File: src/rtl/seq_divider_32by16.sv
// Sequential radix-2 restoring divider: 2N-bit dividend by N-bit divisor,
// one quotient bit per cycle, valid/ready handshakes on input and output.
module seq_divider_32by16 #(
    parameter int N = 16
) (
    input  logic           clk,
    input  logic           rst,
    input  logic           in_valid,
    output logic           in_ready,
    input  logic [2*N-1:0] dividend,
    input  logic [N-1:0]   divisor,
    output logic           out_valid,
    input  logic           out_ready,
    output logic [N-1:0]   quotient,
    output logic [N-1:0]   remainder,
    output logic           div_by_zero,
    output logic           overflow
);
    // Handshake: a transfer happens on a rising edge where valid && ready are
    // both high; valid never drops and its payload never changes until then.

    localparam int CW = $clog2(N);
    localparam logic [CW-1:0] LAST = CW'(N - 1);

    typedef enum logic [1:0] {IDLE, RUN, DONE} state_t;

    state_t        state;
    logic [N-1:0]  rem_q;
    logic [N-1:0]  quo_q;
    logic [N-1:0]  divisor_q;
    logic [CW-1:0] count;

    logic [N:0]    trial;
    logic [N-1:0]  rem_next;
    logic [N-1:0]  quo_next;

    // Since rem_q < divisor, a non-negative trial always fits in N bits.
    always_comb begin
        trial    = {rem_q, quo_q[N-1]} - {1'b0, divisor_q};
        rem_next = trial[N] ? {rem_q[N-2:0], quo_q[N-1]} : trial[N-1:0];
        quo_next = {quo_q[N-2:0], ~trial[N]};
    end

    assign in_ready = (state == IDLE);

    always_ff @(posedge clk) begin
        if (rst) begin
            state       <= IDLE;
            out_valid   <= 1'b0;
            quotient    <= '0;
            remainder   <= '0;
            div_by_zero <= 1'b0;
            overflow    <= 1'b0;
            count       <= '0;
            rem_q       <= '0;
            quo_q       <= '0;
            divisor_q   <= '0;
        end else begin
            case (state)
                IDLE: begin
                    if (in_valid) begin
                        divisor_q <= divisor;
                        count     <= '0;
                        if (divisor == '0) begin
                            state       <= DONE;
                            div_by_zero <= 1'b1;
                            overflow    <= 1'b0;
                            quotient    <= '1;
                            remainder   <= dividend[N-1:0];
                        end else if (dividend[2*N-1:N] >= divisor) begin
                            state       <= DONE;
                            div_by_zero <= 1'b0;
                            overflow    <= 1'b1;
                            quotient    <= '1;
                            remainder   <= '1;
                        end else begin
                            state       <= RUN;
                            rem_q       <= dividend[2*N-1:N];
                            quo_q       <= dividend[N-1:0];
                            div_by_zero <= 1'b0;
                            overflow    <= 1'b0;
                        end
                    end
                end
                RUN: begin
                    rem_q <= rem_next;
                    quo_q <= quo_next;
                    count <= count + 1'b1;
                    if (count == LAST) begin
                        state     <= DONE;
                        out_valid <= 1'b1;
                        quotient  <= quo_next;
                        remainder <= rem_next;
                    end
                end
                DONE: begin
                    // Exception results enter DONE with out_valid low and raise it
                    // one cycle later, giving them a fixed one-cycle latency.
                    if (!out_valid) begin
                        out_valid <= 1'b1;
                    end else if (out_ready) begin
                        out_valid <= 1'b0;
                        state     <= IDLE;
                    end
                end
                default: state <= IDLE;
            endcase
        end
    end

endmodule

File: config.mk
export PLATFORM = sky130hd
export DESIGN_NAME = seq_divider_32by16
export DESIGN_NICKNAME = d
export VERILOG_FILES = /design/src/rtl/seq_divider_32by16.sv
export SDC_FILE = /design/constraint.sdc
export NUM_CORES = 1
export LEC_CHECK = 0
export CORE_MARGIN = 2
export CORE_UTILIZATION = 50
export DETAILED_ROUTE_END_ITERATION = 7
export PLACE_DENSITY = 0.82
export SYNTH_ARGS = -nofsm -noshare
export SYNTH_HDL_FRONTEND = slang
export SYNTH_SLANG_ARGS = --single-unit
File: constraint.sdc
create_clock -name clk -period 5.1 [get_ports clk]
set_input_delay 0.51 -clock clk [delete_from_list [all_inputs] [get_ports clk]]
set_output_delay 0.51 -clock clk [all_outputs]
set_load 0.02 [all_outputs]
Word-level counts from Yosys, hierarchy flattened:

Index checks and enable logic that the tools add are counted.

* register bits: 89
* bits of input ports: 52

* $add $sub $neg: 2
* magnitude comparators: 1
* equality and inequality tests: 10
* mux-type cells: 34
* bitwise logic cells: 1
* reduce and logical (&&, ||, !) cells: 10

Operator list (number)
* 16-bit two-way mux: 14
* 16-bit one-hot mux with 2 select lines: 4
* 17-bit by 16-bit subtractor with 17-bit output: 1
* 16-bit greater-or-equal comparator: 1
* 16-bit zero test: 1
* 2-bit two-way mux: 6
* 2-bit != test, second input constant: 6
* 4-bit AND reduction: 3
* 4-bit one-hot mux with 2 select lines: 1
* 1-bit two-way mux: 6
* 2-bit one-hot mux with 3 select lines: 1
* 2-bit AND reduction: 3
* 4-bit by 1-bit adder with 4-bit output, second input constant: 1
* 4-bit equality test, second input constant: 1
* 4-bit two-way mux: 1
* 2-bit nonzero test: 2
* 3-bit by 1-bit != test with 1-bit output, second input constant: 1
* 2-bit by 1-bit equality test with 1-bit output, second input constant: 1
* 2-bit equality test, second input constant: 1
* 2-bit zero test: 1
* 1-bit one-hot mux with 2 select lines: 1
* 1-bit inverter: 1

Longest topological paths before layout:

Gate-level depths: netlist of the first run.

* word-level depth: 5
* mapped depth: 12

Worst setup path after synthesis of the first run:

Ideal clock, no wire load.

* kind: reg2reg
* from: register quo_q[15]
* to: register rem_q[10]
* library setup time: 103 ps
* arrival: 2587 ps
* data required time: 4997 ps
* slack: 2410 ps
* cell stages (with the launch flop): 11
* path buffers: 0
* clock period less this slack: 2690 ps
* path through: dfxtp_1 -> inv_1 -> ha_1 -> fa_1 -> nand2b_1 -> a21oi_1 -> o211ai_1 -> o21ai_1 -> nand3_1 -> mux2_2 -> a2111oi_2

* longest elaborated chain between the ends: 3

Ends and longest elaborated chain
* from (decl): line 29 `logic [N-1:0] quo_q;`
* from (signal assigned): line 79 `quo_q <= dividend[N-1:0];`
* from (signal assigned): line 87 `quo_q <= quo_next;`
* 17-bit by 16-bit subtractor with 17-bit output: line 39 `trial = {rem_q, quo_q[N-1]} - {1'b0, divisor_q};`
* 16-bit two-way mux: line 40 `rem_next = trial[N] ? {rem_q[N-2:0], quo_q[N-1]} : trial[N-1:0];`
* 16-bit one-hot mux with 2 select lines: line 59 `case (state)`
* to (signal assigned): line 78 `rem_q <= dividend[2*N-1:N];`
* to (signal assigned): line 86 `rem_q <= rem_next;`
* to (decl): line 28 `logic [N-1:0] rem_q;`

Every way passes these cells.
A chain may end at the register's enable or synchronous reset.

Final worst setup path of the first run:

* from: input divisor[5]
* to: register remainder[12]

* longest elaborated chain between the ends: 4

Ends and longest elaborated chain
* from (decl): line 11 `input logic [N-1:0] divisor,`
* parallel branches: the longest is 4 deep, another holds 16-bit greater-or-equal comparator
* to (signal assigned): line 69 `remainder <= dividend[N-1:0];`
* to (signal assigned): line 93 `remainder <= rem_next;`
* to (decl): line 15 `output logic [N-1:0] remainder,`

Several ways; the timed one is not identified. The select of a mux whose other input is x is not followed.

==> impl_metrics.tcl, run 1 <==
set metrics [dict create \
    status "complete, no violations" \
    io_pins 88 \
    die_h_um 106.6 \
    clk_pin_slew_ns 0.09 \
    antenna_found_initial 0 \
    wl_mm 14.18 \
    arrival_ns 3.73 \
    drive_gt1_share_pct 5.679 \
    grt_pass1_vias 4782 \
    routedWlPerCell_um 16.53 \
    slew_violations 0 \
    num_rows 37 \
    final_util_pct 62.38 \
    start_kind "primary input" \
    holdWs_ns 0.4605 \
    clk_latency_ns 0.36 \
    peakVddDrop_v 0.0002251 \
    syn_inst 653 \
    ctsHoldBuffers 0 \
    grt_overflow_total 0 \
    maxSlewHeadroom_pct 46.08 \
    syn2layout_area_growth_pct 21.88 \
    worst_pin_slew_ns 0.8089 \
    synth_area_um2 5260 \
    finalCritPeriodShare_pct 68.04 \
    fmax_mhz 288.2 \
    setup_tns_ns 0 \
    grt_pass1_wl_mm 22.88 \
    yosysWarnings 0 \
    cts.sinks 89 \
    crit_chain "clkdlybuf4s50_1 -> inv_1 -> ha_1 -> a21o_1 -> a2111oi_0 -> o21ai_0 -> a21oi_1 -> o22a_1 -> nand3b_1 -> o41ai_2" \
    fillers 918 \
    core_um2 10280 \
    cts_setup_buffers 0 \
    syn-num-nets 739 \
    cp_slowest_cell "o22a_1" \
    ant_nets 0 \
    fin_crit_ns 3.470 \
    drc 0 \
    ys_types 57 \
    critPathCaptureType "register" \
    dp_hpwl_mm 10.70 \
    synth_top_flop_cell "dfxtp_1" \
    cts_buffer_depth 2 \
    ys_seq_area_share_pct 33.87 \
    cts_resized 0 \
    dr.first_iter.drc_count 446 \
    final_cells 858 \
    async_flop_share_pct 0 \
    slowest_delay_ns 0.75 \
    cts_tree "done" \
    nets 803 \
    vias_per_cell 5.957 \
    fin_skew_ns 0.01152 \
    grt_usage_pct 24.81 \
    p_leak_nw 2.567 \
    dr.pass1.iters 5 \
    root_buffer "clkbuf_8" \
    place.port_buffers 87 \
    cts_buffers 9 \
    cap_violations 0 \
    setup_viol 0 \
    via_count 5111 \
    die_area_um2 11360 \
    path_delay_family "compound AO/OA/AOI/OAI gates" \
    worstPathRequired_ns 5.36 \
    ys_ff_latch 89 \
    grt_max_degree 71 \
    crit_fanout 25 \
    placedCellCount 842 \
    place.gp.congestion 0.9855 \
    die_w_um 106.6 \
    num_antenna_cells 0 \
    crit_buf_inv 2 \
    grt_setup_unrepaired "false" \
    cellPowerDensity_nw_per_um2 400.2 \
    initial_core_util_pct 51.18 \
    cts_max_level 3 \
    synth-edff-count 0 \
    synth.avg_cell_area_um2 8.055 \
    worstSetupPathType "in2reg" \
    finalHoldViolations 0 \
    min_path_type "reg2reg" \
]
## kinds of logic (layout without fill, tap and decap cells)
group                    after synthesis  count (layout)  share of synthesized area, %
AND/OR/NAND/NOR                      222             222                         19.77
AO/OA/AOI/OAI                        194             194                         25.90
flip-flops                            89              89                         33.87
buffers and inverters                 82             151                         6.256
adder cells (fa/ha/maj)               34              34                         8.230
multiplexers                          23              23                         4.472
XOR/XNOR                               9               9                         1.499
## tightest hold or removal path, delay by kind of cell, from the launching register on
kind | cells | cell delay [ns]
flip-flops | 1 | 0.32
AND/OR/NAND/NOR | 1 | 0.05
AO/OA/AOI/OAI | 1 | 0.05
## per-stage QoR
step                      power (W)  setup WS, ns  instance area [µm²]
after floorplan            0.001672         2.410                 5260
after CTS                  0.002551         1.665                 6411
final                      0.002566         1.630                 6411
after global routing       0.002723         1.348                 6411
after detailed placement   0.001988         1.358                 6176
after global placement     0.001966         1.452                 6176
## power by group
part | switching [W] | total (W) | internal (W)
Combinational | 0.000688 | 0.00114 | 0.000455
Clock | 0.000271 | 0.000567 | 0.000297
Sequential | 0.0000688 | 0.000856 | 0.000787
## state kept, by name (all words and copies together), names as in the netlist
| signal | flops |
|---|---|
| out_valid | 1 |
| divisor_q | 16 |
| remainder | 16 |
| rem_q | 16 |
| count | 4 |
| quo_q | 16 |
| overflow | 1 |
| quotient | 16 |
| div_by_zero | 1 |
| state | 2 |
## placed cells by master (no fill, tap or decap), types with 4 or more instances in the layout
master,instances
clkbuf_8,10
clkdlybuf4s50_1,86
a21o_1,6
nand2_1,63
mux2_2,4
ha_1,33
a31oi_1,9
o41ai_1,10
nor2_1,82
buf_4,7
a211oi_1,49
o31ai_1,6
mux2i_1,19
dfxtp_1,89
o21ai_0,27
nand3_1,12
a21oi_1,45
nand2b_1,7
a311oi_1,7
nor3_1,13
o21a_1,5
inv_1,41
nor4_1,9
nand4_1,8
xor2_1,6
nand3b_1,14
## layout make-up
type / instances / area [µm²] / share of cell area [%]
multi-input cells: 482 / 3152 / 49.16
flip-flops and latches: 89 / 1782 / 27.79
repair buffers: 94 / 918.4 / 14.32
well taps: 136 / 170.2 / 2.654
inverters: 41 / 153.9 / 2.400
clock buffers: 10 / 137.6 / 2.147
clock inverters: 6 / 97.59 / 1.522
## layer usage
metal  vias to the layer above  GRT usage, %  part of all wire, %
li1                       2512             -                    -
met1                      2363         33.45                   46
met2                       209         40.45                   44
met3                        27         4.476                  7.5
met4                         0         7.328                  2.2
met5                         -             0                    0
## path summary, 6_finish.rpt
path,start,depth (start not counted),end,slack (ns)
max,divisor[5],10,remainder[12],1.63
min,divisor_q[10],2,divisor_q[10],0.46
max reg2reg,quo_q[15],10,rem_q[10],1.66
min reg2reg,divisor_q[10],2,divisor_q[10],0.46
## Yosys cell counts (all sizes together) (3+ instances only)
cell type	number	area share, %
o31ai	6	0.86
nor3	14	1.5
mux2	4	0.86
ha	33	7.8
a31oi	9	1.1
nand4	8	0.95
a21oi	45	4.3
o31a	3	0.50
o41ai	12	2.3
clkbuf	32	2.3
nand2	63	4.5
or3	3	0.45
mux2i	19	3.6
xor2	6	1.0
o21a	5	0.71
o22a	3	0.50
o211ai	3	0.43
nand3b	14	2.0
o21ai	28	2.7
a21o	6	0.86
dfxtp	89	34
buf	9	1.0
nor2	82	5.9
xnor2	3	0.50
a211oi	50	7.2
nand2b	8	0.95
o21bai	3	0.43
inv	41	2.9
a311oi	8	1.5
nor4	9	1.1
nand3	12	1.1
No activity file was read; power rests on OpenSTA's default activity.
==> inputs of run 2 (changes only) <==
==> constraint.sdc (replaced) <==
create_clock -name clk -period 3.36 [get_ports clk]
set_input_delay 0.336 -clock clk [delete_from_list [all_inputs] [get_ports clk]]
set_output_delay 0.336 -clock clk [all_outputs]
set_load 0.02 [all_outputs]
==> impl_metrics.tcl, run 2 (synthesis results as in run 1) <==
set metrics [dict create \
    root_buffer "clkbuf_8" \
    start_kind "register" \
    place.port_buffers 87 \
    wl_mm 14.40 \
    clk_pin_slew_ns 0.09 \
    cts_max_level 3 \
    setup_tns_ns 0 \
    cp_slowest_cell "a211oi_1" \
    cts_buffers 9 \
    die_h_um 106.6 \
    ant_nets 0 \
    drive_gt1_share_pct 6.821 \
    finalHoldViolations 0 \
    multi_input_area_um2 3152 \
    cts_tree "done" \
    cts_resized 0 \
    arrival_ns 3.37 \
    min_path_type "reg2reg" \
    setup_viol 0 \
    cts_setup_buffers 0 \
    grt_usage_pct 25.54 \
    peakVddDrop_v 0.0002481 \
    ctsHoldBuffers 0 \
    placedCellCount 853 \
    routedWlPerCell_um 16.57 \
    cap_violations 0 \
    io_pins 88 \
    drc 0 \
    cts_buffer_depth 2 \
    antenna_found_initial 0 \
    cts.sinks 89 \
    core_um2 10280 \
    slew_violations 0 \
    cpMostUsedCell "buf_4" \
    grt_pass1_wl_mm 23.36 \
    num_rows 37 \
    fillers 909 \
    cellPowerDensity_nw_per_um2 604.9 \
    path_delay_family "compound AO/OA/AOI/OAI gates" \
    slowest_delay_ns 0.54 \
    fmax_mhz 319.1 \
    crit_fanout 10 \
    regArea_um2 1782 \
    worstPathRequired_ns 3.59 \
    crit_buf_inv 3 \
    final_common_cell "dfxtp_1" \
    dr.first_iter.drc_count 368 \
    status "complete, no violations" \
    die_area_um2 11360 \
    clk_latency_ns 0.36 \
    vias_per_cell 5.932 \
    worstSetupPathType "reg2reg" \
    initial_core_util_pct 51.18 \
    syn2layout_area_growth_pct 24.14 \
    grt_overflow_total 0 \
    finalCritPeriodShare_pct 93.26 \
    worst_pin_slew_ns 0.6552 \
    nets 814 \
    num_antenna_cells 0 \
    crit_chain "inv_1 -> ha_1 -> fa_1 -> nand2b_1 -> a21oi_1 -> buf_4 -> o211ai_1 -> o21ai_1 -> nand3_1 -> buf_4 -> a211oi_1 -> o41ai_1" \
    dr.pass1.iters 5 \
    fin_crit_ns 3.134 \
    p_leak_nw 2.625 \
    fin_skew_ns 0.01088 \
    grt_setup_unrepaired "false" \
    grt_max_degree 103 \
    die_w_um 106.6 \
    place.gp.congestion 0.9254 \
    dp_hpwl_mm 11.01 \
    via_count 5155 \
    final_cells 869 \
    maxSlewHeadroom_pct 55.63 \
    critPathCaptureType "register" \
    layout_common_cells "dfxtp_1 (89), clkdlybuf4s50_1 (86), nor2_1 (82), nand2_1 (63), a211oi_1 (49)" \
    grt_pass1_vias 4775 \
]
run 2: changes by cell type in the layout (fill, tap and decap cells not counted):
cell and delta:
clkbuf_1 +2, clkinvlp_4 +1, inv_6 -1, inv_8 -1, clkinv_4 -1, buf_4 +7
buf_12 +4
run 2: area by class of cell:
cell class                 count  area share, %
timing repair buffer         105          16.10
multi-input combinational    482          48.27
clock inverter                 4          1.169
inverter                      41          2.357
clock buffer                  12          2.223
tap                          136          2.606
sequential                    89          27.28
run 2: worst reg2reg max path, cell delays in order (launching register included):
cell      delay (ns)
dfxtp_1         0.32
inv_1           0.09
ha_1            0.25
fa_1            0.39
nand2b_1        0.19
a21oi_1         0.23
buf_4           0.17
o211ai_1        0.14
o21ai_1         0.21
nand3_1         0.13
buf_4           0.22
a211oi_1        0.54
o41ai_1         0.14
run 2: stage by stage:
stage / utilization, % / hold slack (ns) / area (µm²) / power (W) / setup slack [ns]
2_1_floorplan: - / 0.4363 / 5260 / 0.002538 / 0.6697
3_3_place_gp: 61.38 / 0.4453 / 6309 / 0.003081 / 0.2461
3_5_place_dp: 61.38 / 0.4477 / 6309 / 0.003114 / 0.1607
4_1_cts: 63.54 / 0.4605 / 6530 / 0.003931 / 0.3058
5_1_grt: 63.54 / 0.4791 / 6530 / 0.004194 / 0.1104
6_report: 63.54 / 0.4582 / 6530 / 0.003950 / 0.2263
run 2: metal layers:
layer  global-route usage (%)  wire [µm]
met5                        0          0
met2                    39.95       6347
met3                    4.047        760
met4                    7.792        269
met1                    36.15       7025
run 2: final timing paths:
check | start | to | depth (start not counted) | slack [ns]
max | quo_q[15] | remainder[3] | 12 | 0.23
min | divisor_q[12] | divisor_q[12] | 2 | 0.46
max reg2reg | quo_q[15] | remainder[3] | 12 | 0.23
min reg2reg | divisor_q[12] | divisor_q[12] | 2 | 0.46
run 2: power by group:
part	switching, W	internal, W
registers	0.000101	0.00119
logic	0.00107	0.000764
clock network	0.000380	0.000442
total	0.00155	0.00240
==> inputs of run 3 (changes only) <==
--- a/config.mk
+++ b/config.mk
@@ -9,6 +9,7 @@
 export CORE_UTILIZATION = 50
 export DETAILED_ROUTE_END_ITERATION = 7
 export PLACE_DENSITY = 0.82
+export SLEW_MARGIN = 0
 export SYNTH_ARGS = -nofsm -noshare
 export SYNTH_HDL_FRONTEND = slang
 export SYNTH_SLANG_ARGS = --single-unit
==> results of run 3 <==
The final DEF is identical to that of run 2; final timing and power are the same.
